===== config.mk =====
export PLATFORM = sky130hd
export DESIGN_NAME = draw_playfield
export DESIGN_NICKNAME = d
export VERILOG_FILES = /design/src/rtl/draw_playfield.sv
export SDC_FILE = /design/constraint.sdc
export NUM_CORES = 1
export LEC_CHECK = 0
export ABC_AREA = 1
export ABC_CLOCK_PERIOD_IN_PS = 1850
export CORE_ASPECT_RATIO = 0.9
export CORE_MARGIN = 5
export CORE_UTILIZATION = 42
export CTS_CLUSTER_DIAMETER = 80
export DETAILED_ROUTE_END_ITERATION = 8
export PLACE_DENSITY = 0.8
export SLEW_MARGIN = 20
export SYNTH_ARGS = -nofsm -noshare
export SYNTH_HDL_FRONTEND = slang
export SYNTH_SLANG_ARGS = --single-unit

===== constraint.sdc =====
create_clock -name pclk -period 1.85 [get_ports pclk]
set_clock_uncertainty 0.2 [all_clocks]
set_input_delay 0.37 -clock pclk [delete_from_list [all_inputs] [get_ports pclk]]
set_output_delay 0.37 -clock pclk [all_outputs]
set_load 0.01 [all_outputs]

===== src/rtl/draw_playfield.sv =====
// draw_playfield
// Paints a framed playfield onto the incoming video timing stream. The
// frame border can flash between two colours, and a grid overlay can be
// drawn inside the frame. Each output is delayed by exactly two pclk cycles
// from its input sample.
//
// Ports
//   pclk, rst                   pixel clock, synchronous active-high reset
//   hcount_in, vcount_in        pixel position (11 bits)
//   hsync/hblnk/vsync/vblnk_in  timing signals
//   grid_en, flash_en           overlay and border-flash enables
//   *_out                       timing signals delayed by two cycles
//   rgb_out                     pixel colour, RGB 4:4:4
//   cell_x, cell_y              absolute cell index of the output pixel
//   in_play                     output pixel lies in the frame interior
//   frame_start                 one-cycle pulse after a rising edge of vblnk_in
//   play_*_grid                 constant interior origin and size, in cells
//
// Flash FSM
//   state | meaning
//   IDLE  | border drawn in FRAME_COLOR, waiting for flash_en and frame_start
//   LIT   | border drawn in FLASH_COLOR
//   DARK  | border drawn in BG_COLOR
module draw_playfield #(
  parameter int          HOR_PIX      = 1024,
  parameter int          VER_PIX      = 768,
  parameter int          GRID_SIZE    = 16,
  parameter int          FRAME_X_SIZE = 40,
  parameter int          FRAME_Y_SIZE = 20,
  parameter int          FRAME_WIDTH  = 1,
  parameter logic [11:0] BG_COLOR     = 12'hfff,
  parameter logic [11:0] FRAME_COLOR  = 12'hff0,
  parameter logic [11:0] FLASH_COLOR  = 12'hf00,
  parameter logic [11:0] GRID_COLOR   = 12'h00f,
  parameter int          FLASH_FRAMES = 30
) (
  input  logic        pclk,
  input  logic        rst,
  input  logic [10:0] hcount_in,
  input  logic [10:0] vcount_in,
  input  logic        hsync_in,
  input  logic        hblnk_in,
  input  logic        vsync_in,
  input  logic        vblnk_in,
  input  logic        grid_en,
  input  logic        flash_en,
  output logic [10:0] hcount_out,
  output logic [10:0] vcount_out,
  output logic        hsync_out,
  output logic        hblnk_out,
  output logic        vsync_out,
  output logic        vblnk_out,
  output logic [11:0] rgb_out,
  output logic [9:0]  cell_x,
  output logic [9:0]  cell_y,
  output logic        in_play,
  output logic        frame_start,
  output logic [9:0]  play_x0_grid,
  output logic [9:0]  play_y0_grid,
  output logic [9:0]  play_w_grid,
  output logic [9:0]  play_h_grid
);

  localparam int LOG2G = $clog2(GRID_SIZE);
  localparam int X0    = (HOR_PIX - FRAME_X_SIZE * GRID_SIZE) / 2;
  localparam int Y0    = (VER_PIX - FRAME_Y_SIZE * GRID_SIZE) / 2;
  localparam int INSET = FRAME_WIDTH * GRID_SIZE;

  localparam logic [10:0] OUT_X_LO = 11'(X0);
  localparam logic [10:0] OUT_X_HI = 11'(X0 + FRAME_X_SIZE * GRID_SIZE);
  localparam logic [10:0] OUT_Y_LO = 11'(Y0);
  localparam logic [10:0] OUT_Y_HI = 11'(Y0 + FRAME_Y_SIZE * GRID_SIZE);
  localparam logic [10:0] IN_X_LO  = 11'(X0 + INSET);
  localparam logic [10:0] IN_X_HI  = 11'(X0 + FRAME_X_SIZE * GRID_SIZE - INSET);
  localparam logic [10:0] IN_Y_LO  = 11'(Y0 + INSET);
  localparam logic [10:0] IN_Y_HI  = 11'(Y0 + FRAME_Y_SIZE * GRID_SIZE - INSET);

  localparam int CNT_W = $clog2(FLASH_FRAMES) + 1;
  localparam logic [CNT_W-1:0] CNT_LAST = CNT_W'(FLASH_FRAMES - 1);

  localparam logic [1:0] IDLE = 2'd0;
  localparam logic [1:0] LIT  = 2'd1;
  localparam logic [1:0] DARK = 2'd2;

  assign play_x0_grid = 10'(X0 / GRID_SIZE + FRAME_WIDTH);
  assign play_y0_grid = 10'(Y0 / GRID_SIZE + FRAME_WIDTH);
  assign play_w_grid  = 10'(FRAME_X_SIZE - 2 * FRAME_WIDTH);
  assign play_h_grid  = 10'(FRAME_Y_SIZE - 2 * FRAME_WIDTH);

  // Stage 1 geometry decode
  logic in_outer, in_inner, on_grid;

  assign in_outer = (hcount_in >= OUT_X_LO) && (hcount_in < OUT_X_HI) &&
                    (vcount_in >= OUT_Y_LO) && (vcount_in < OUT_Y_HI);
  assign in_inner = (hcount_in >= IN_X_LO) && (hcount_in < IN_X_HI) &&
                    (vcount_in >= IN_Y_LO) && (vcount_in < IN_Y_HI);
  assign on_grid  = (hcount_in[LOG2G-1:0] == '0) || (vcount_in[LOG2G-1:0] == '0);

  logic [10:0] h1, v1;
  logic        hs1, hb1, vs1, vb1;
  logic        blank1, outer1, inner1, grid1;
  logic [9:0]  cx1, cy1;

  always_ff @(posedge pclk) begin
    if (rst) begin
      h1 <= '0; v1 <= '0;
      hs1 <= 1'b0; hb1 <= 1'b0; vs1 <= 1'b0; vb1 <= 1'b0;
      blank1 <= 1'b0; outer1 <= 1'b0; inner1 <= 1'b0; grid1 <= 1'b0;
      cx1 <= '0; cy1 <= '0;
    end else begin
      h1 <= hcount_in; v1 <= vcount_in;
      hs1 <= hsync_in; hb1 <= hblnk_in; vs1 <= vsync_in; vb1 <= vblnk_in;
      blank1 <= hblnk_in | vblnk_in;
      outer1 <= in_outer;
      inner1 <= in_inner;
      grid1  <= on_grid & grid_en;
      cx1    <= 10'(hcount_in >> LOG2G);
      cy1    <= 10'(vcount_in >> LOG2G);
    end
  end

  // Frame-start detection. vblnk_vld keeps the first cycle after reset from
  // seeing a cleared vblnk_q against a high vblnk_in as a rising edge.
  logic vblnk_q, vblnk_vld;

  always_ff @(posedge pclk) begin
    if (rst) begin
      vblnk_q     <= 1'b0;
      vblnk_vld   <= 1'b0;
      frame_start <= 1'b0;
    end else begin
      vblnk_q     <= vblnk_in;
      vblnk_vld   <= 1'b1;
      frame_start <= vblnk_vld & vblnk_in & ~vblnk_q;
    end
  end

  // Flash FSM; flash_en low wins over a simultaneous frame_start.
  logic [1:0]       state;
  logic [CNT_W-1:0] cnt;

  always_ff @(posedge pclk) begin
    if (rst || !flash_en) begin
      state <= IDLE;
      cnt   <= '0;
    end else begin
      case (state)
        IDLE: if (frame_start) begin
          state <= LIT;
          cnt   <= '0;
        end
        LIT, DARK: if (frame_start) begin
          if (cnt == CNT_LAST) begin
            state <= (state == LIT) ? DARK : LIT;
            cnt   <= '0;
          end else begin
            cnt <= cnt + 1'b1;
          end
        end
        default: begin
          state <= IDLE;
          cnt   <= '0;
        end
      endcase
    end
  end

  logic [11:0] border;

  always_comb begin
    border = FRAME_COLOR;
    case (state)
      LIT:     border = FLASH_COLOR;
      DARK:    border = BG_COLOR;
      default: border = FRAME_COLOR;
    endcase
  end

  // Stage 2: colour select uses the live FSM state so a change shows up on
  // the next pixel leaving the pipeline.
  always_ff @(posedge pclk) begin
    if (rst) begin
      hcount_out <= '0; vcount_out <= '0;
      hsync_out <= 1'b0; hblnk_out <= 1'b0; vsync_out <= 1'b0; vblnk_out <= 1'b0;
      rgb_out <= '0; cell_x <= '0; cell_y <= '0; in_play <= 1'b0;
    end else begin
      hcount_out <= h1; vcount_out <= v1;
      hsync_out <= hs1; hblnk_out <= hb1; vsync_out <= vs1; vblnk_out <= vb1;
      cell_x  <= cx1;
      cell_y  <= cy1;
      in_play <= inner1 & ~blank1;
      if (blank1)                rgb_out <= 12'h000;
      else if (outer1 && !inner1) rgb_out <= border;
      else if (inner1 && grid1)   rgb_out <= GRID_COLOR;
      else                        rgb_out <= BG_COLOR;
    end
  end

endmodule


Word level (Yosys, flattened, before mapping)
Index checks and enable logic that the tools add are counted.
{"block": "word_totals", "regBits": 119, "input_bits": 30, "output_inout_bits": 100, "word_cells": 82}
{"block": "op_classes", "n_addsub": 1, "magnitude_cmp": 8, "eq_ne": 6, "muxes": 13, "n_bitwise": 7, "n_reduce_logical": 19}
{"op": "greater-or-equal comparator 11 x 8 -> 1 bit, second input constant", "count": 4}
{"op": "< comparator 11 x 10 -> 1 bit, second input constant", "count": 4}
{"op": "two-way mux 12 bit", "count": 2}
{"op": "two-way mux 6 bit", "count": 3}
{"op": "one-hot mux 8 bit (2 select lines)", "count": 1}
{"op": "one-hot mux 6 bit (2 select lines)", "count": 1}
{"op": "logical AND 1 bit", "count": 8}
{"op": "logical NOT 4 bit", "count": 2}
{"op": "two-way mux 2 bit", "count": 4}
{"op": "adder 6 x 1 -> 6 bit, second input constant", "count": 1}
{"op": "== test 6 x 5 -> 1 bit, second input constant", "count": 1}
{"op": "!= test 2 bit, second input constant", "count": 3}
{"op": "AND 1 bit", "count": 4}
{"op": "one-hot mux 2 bit (2 select lines)", "count": 1}
{"op": "OR reduction 2 bit", "count": 2}
{"op": "AND reduction 3 bit", "count": 1}
{"op": "== test 2 x 1 -> 1 bit, second input constant", "count": 1}
{"op": "== test 2 bit, second input constant", "count": 1}
{"op": "logical NOT 1 bit", "count": 2}
{"op": "logical NOT 2 bit", "count": 1}
{"op": "logical OR 1 bit", "count": 2}
{"op": "inverter 1 bit", "count": 2}
{"op": "AND reduction 2 bit", "count": 1}
{"op": "two-way mux 1 bit", "count": 1}
{"op": "OR 1 bit", "count": 1}

Logic depth before layout (Yosys ltp)
{"block": "depth", "ltp_word": 5, "mapped_depth": 8}

Worst setup path before layout
OpenSTA, ideal clock, no wires.
{"block": "synth_timing", "path_kind": "reg-to-reg", "from": "register state[0]", "to": "register cnt[2]", "t_arrival_ns": 1.307, "t_required_ns": 1.533, "path_slack_ns": 0.226, "stages_incl_launch_ff": 7, "n_path_buf": 0, "synth_period_minus_slack_ns": 1.624, "path_cell_list": "dfxtp_1 -> inv_1 -> ha_1 -> o21ai_4 -> nand2_2 -> nand2_2 -> nor2_2"}
{"block": "synth_between", "elab_chain_cells": 4, "word_cells_on_any_way": 8}
{"item": "from (decl)", "line": "139", "rtl": "logic [1:0] state;"}
{"item": "from (signal assigned)", "line": "154", "rtl": "state <= (state == LIT) ? DARK : LIT;"}
{"item": "== test 2 x 1 -> 1 bit or == test 2 bit (tied branches)", "line": "147", "rtl": "case (state)"}
{"item": "OR reduction 2 bit", "line": "147"}
{"item": "!= test 2 bit (no line)"}
{"item": "AND reduction 2 bit (no line)"}
{"item": "to (signal assigned)", "line": "157", "rtl": "cnt <= cnt + 1'b1;"}
{"item": "to (decl)", "line": "140", "rtl": "logic [CNT_W-1:0] cnt;"}
Parallel ways exist; a longest one is shown, timed or not.
A chain may end at the register's enable or synchronous reset.

==> Flow_metrics.wiki <==
{| class="wikitable"
! Metric !! Value
|-
| Post-synthesis register bit count || 70
|-
| Number of vias in the routed layout || 2108
|-
| Top library cells by usage in the layout, fill and taps aside || sky130_fd_sc_hd__clkdlybuf4s50_1 (70), sky130_fd_sc_hd__dfxtp_1 (69), sky130_fd_sc_hd__nor2_1 (68), sky130_fd_sc_hd__inv_1 (67), sky130_fd_sc_hd__conb_1 (46)
|-
| Port Buf Inserts || 83
|-
| Data arrival time of the worst path || ~1200 ps
|-
| Cell count after synthesis || 361
|-
| Lkg Pwr || 1.86 nW
|-
| Total wire length after detailed routing || 5.43 mm
|-
| Worst setup slack before clock tree synthesis || between 40 and 50 ps
|-
| Commonest non-fill, non-tap cell in the layout || sky130_fd_sc_hd__clkdlybuf4s50_1
|-
| Worst vdd ir || 345 uV
|-
| Die height || 89.1 microns
|-
| GRT Resource Usage Total || roughly 12%
|-
| Sort of element at the end of the critical path || output port
|-
| Maximum buffer depth of the clock tree || 2
|-
| Fillers || ~600
|-
| Count of inserted antenna diode cells || 0
|-
| Achievable clock frequency || ~560 MHz
|-
| Deepest level of the CTS H-tree || 3
|-
| Clock root buffer master || sky130_fd_sc_hd__clkbuf_8
|-
| Top fanout value on the critical path || 2
|-
| Largest net degree at the start of global routing || 31
|-
| Routed wirelength normalized by instance count || around 10 microns
|-
| Cells traversed along the worst timing path || clkdlybuf4s50_1
|-
| Largest delay contributor family on the critical path || buffers and inverters
|-
| Number of global-route vias before repair || approximately 1900
|-
| Final-report setup violation count || 0
|-
| Syn Std Cell Area || 2920 sq um
|-
| Sequential area share after synthesis || 47.9%
|-
| Insertion delay of the later-clocked pin in the worst-skew pair || 330 ps
|-
| ANT nets after route || 0
|-
| Reg2reg setup slack || 150 ps
|-
| Per-instance average area after synthesis || 8.10 sq um
|-
| Total power divided by cell area || 852 nW/um^2
|-
| CTS clock-pin slew for the worst setup and hold paths || ~70 ps
|-
| Total buffers and inverters traversed by the critical path || 1
|-
| Global-route wire length before repair || 8.53 mm
|-
| Number of synthesis warnings || 0
|-
| Number of remaining DRC errors || 0
|-
| Global-route congestion overflow total || 0
|-
| Drt initial violations || 63
|-
| CP peak stage delay || approximately 550 ps
|-
| Vias per std cell || just over 4
|-
| Slowest stage cell on the critical path || sky130_fd_sc_hd__clkdlybuf4s50_1
|-
| Outcome || finished clean
|-
| Number of rows in the core area || 28
|-
| Class of the tightest hold or removal check || reg -> reg
|-
| Core area || 6690 sq um
|-
| Count of pins on the block boundary || 130
|-
| Area delta synth->final || 27.7%
|-
| Final count of pins violating max slew || 0
|-
| Period utilization || between 90% and 100%
|-
| Die Wd || 97.9 microns
|-
| Final net count || 463
|-
| Number of library cell types mapped by synthesis || 22
|-
| Critical path class || reg -> out
|-
| Hold violation count in the final report || 0
|-
| Share of final-layout standard cells stronger than drive strength 1 || 6.28%
|-
| Element type at the critical path start || flip-flop
|-
| Pre-antenna DRT Iters || 4
|-
| Total of max-cap violations || 0
|-
| Initial antenna violation count || 0
|-
| RSZ-0062 raised after global routing || no
|-
| CTS tree || done
|-
| Final total negative setup slack || 0 ps
|-
| Starting utilization of the core area || between 40% and 50%
|-
| Detailed-placement wirelength estimate || 4.20 mm
|-
| Die area || 8730 sq um
|-
| Final worst setup slack || 63.7 ps
|-
| Number of clock sinks || 70
|-
| Placer's final routability congestion estimate || 0.859
|-
| Time the final worst path needs with I/O delays and setup || 1790 ps
|-
| Number of buffers inserted during clock tree synthesis || 9
|-
| Required time at the endpoint of the critical path || between 1000 and 1500 ps
|}
## routing by layer
metal | track usage, % | wire length [microns]
met1 | 13.6 | 2300
met2 | 21.6 | 2620
met3 | 4.06 | 436
met4 | 5.28 | 80
met5 | 0 | 0
## sequential cells by signal, summed over array words and instances (netlist names), 2 cells and up
| signal | cells |
|---|---|
| hcount_out | 11 |
| state | 2 |
| vcount_out | 11 |
| h1 | 11 |
| cnt | 6 |
| rgb_out | 3 |
| v1 | 11 |
## cell usage after synthesis
cell	number	share of area [%]
sky130_fd_sc_hd__ha_1	7	3.0
sky130_fd_sc_hd__nand2_2	2	0.43
sky130_fd_sc_hd__nand2_1	28	3.6
sky130_fd_sc_hd__nor2_1	68	8.7
sky130_fd_sc_hd__buf_2	5	0.86
sky130_fd_sc_hd__nor2_2	5	1.1
sky130_fd_sc_hd__a31oi_1	1	0.21
sky130_fd_sc_hd__clkbuf_1	1	0.13
sky130_fd_sc_hd__xor2_1	2	0.60
sky130_fd_sc_hd__o21ai_2	1	0.30
sky130_fd_sc_hd__inv_1	67	8.6
sky130_fd_sc_hd__o21ai_4	1	0.56
sky130_fd_sc_hd__a21oi_1	4	0.68
sky130_fd_sc_hd__buf_4	69	18
sky130_fd_sc_hd__conb_1	2	0.26
sky130_fd_sc_hd__a21oi_2	1	0.30
sky130_fd_sc_hd__nand3_1	10	1.7
sky130_fd_sc_hd__xnor2_1	1	0.30
sky130_fd_sc_hd__nor3_1	5	0.86
sky130_fd_sc_hd__o21ai_0	5	0.86
sky130_fd_sc_hd__nand4_1	6	1.3
sky130_fd_sc_hd__dfxtp_1	70	48
## final timing paths
kind                               startpoint             to  depth (start not counted)
worst max-delay path            vcount_out[6]      cell_y[2]                          1
worst min-delay path                    h1[0]  hcount_out[0]                          2
worst max register to register       state[1]         cnt[2]                          6
worst min register to register          h1[0]  hcount_out[0]                          2
## logic make-up after synthesis
family,Yosys count,share of synthesized area (%)
other,2,0.257
flip-flops,70,47.9
AO/OA/AOI/OAI,13,2.91
adder cells (fa/ha/maj),7,3.00
buffers and inverters,142,27.3
AND/OR/NAND/NOR,124,17.7
XOR/XNOR,3,0.899
## layout make-up
class | instances | area, sq um | share of cell area [%]
clock inverter | 3 | 45.0 | 1.21
multi-input combinational | 193 | 893 | 23.9
clock buffer | 12 | 145 | 3.89
inverter | 67 | 251 | 6.74
tap | 90 | 113 | 3.02
sequential | 70 | 1400 | 37.6
timing repair buffer | 85 | 883 | 23.7
## what timing repair did
| action | 4_1_cts | 5_1_grt |
|---|---|---|
| resized for setup | 0 | 14 |
| endpoints found under the hold margin | 0 | 0 |
| setup endpoints to repair | 0 | 19 |
| buffers inserted | 0 | 0 |
| hold buffers | 0 | 0 |
## where the power goes
| part | switching [mW] | total [mW] | internal (mW) |
|---|---|---|---|
| Clock | 0.521 | 1.17 | 0.653 |
| Combinational | 0.217 | 0.406 | 0.190 |
| Sequential | 0.0265 | 1.60 | 1.57 |
| Total | 0.764 | 3.18 | 2.42 |
## per-stage QoR
stage	util (%)	hold slack (ps)	std cells	instance area [sq um]	power [mW]
floorplan	-	188	405	3090	1.94
global placement	52.4	190	505	3510	2.03
finish	55.8	194	520	3730	3.18
global route	55.8	209	520	3730	3.34
CTS	55.3	201	520	3700	3.22
detailed placement	52.4	196	505	3510	2.04
Power figures use the tool's default switching activity.
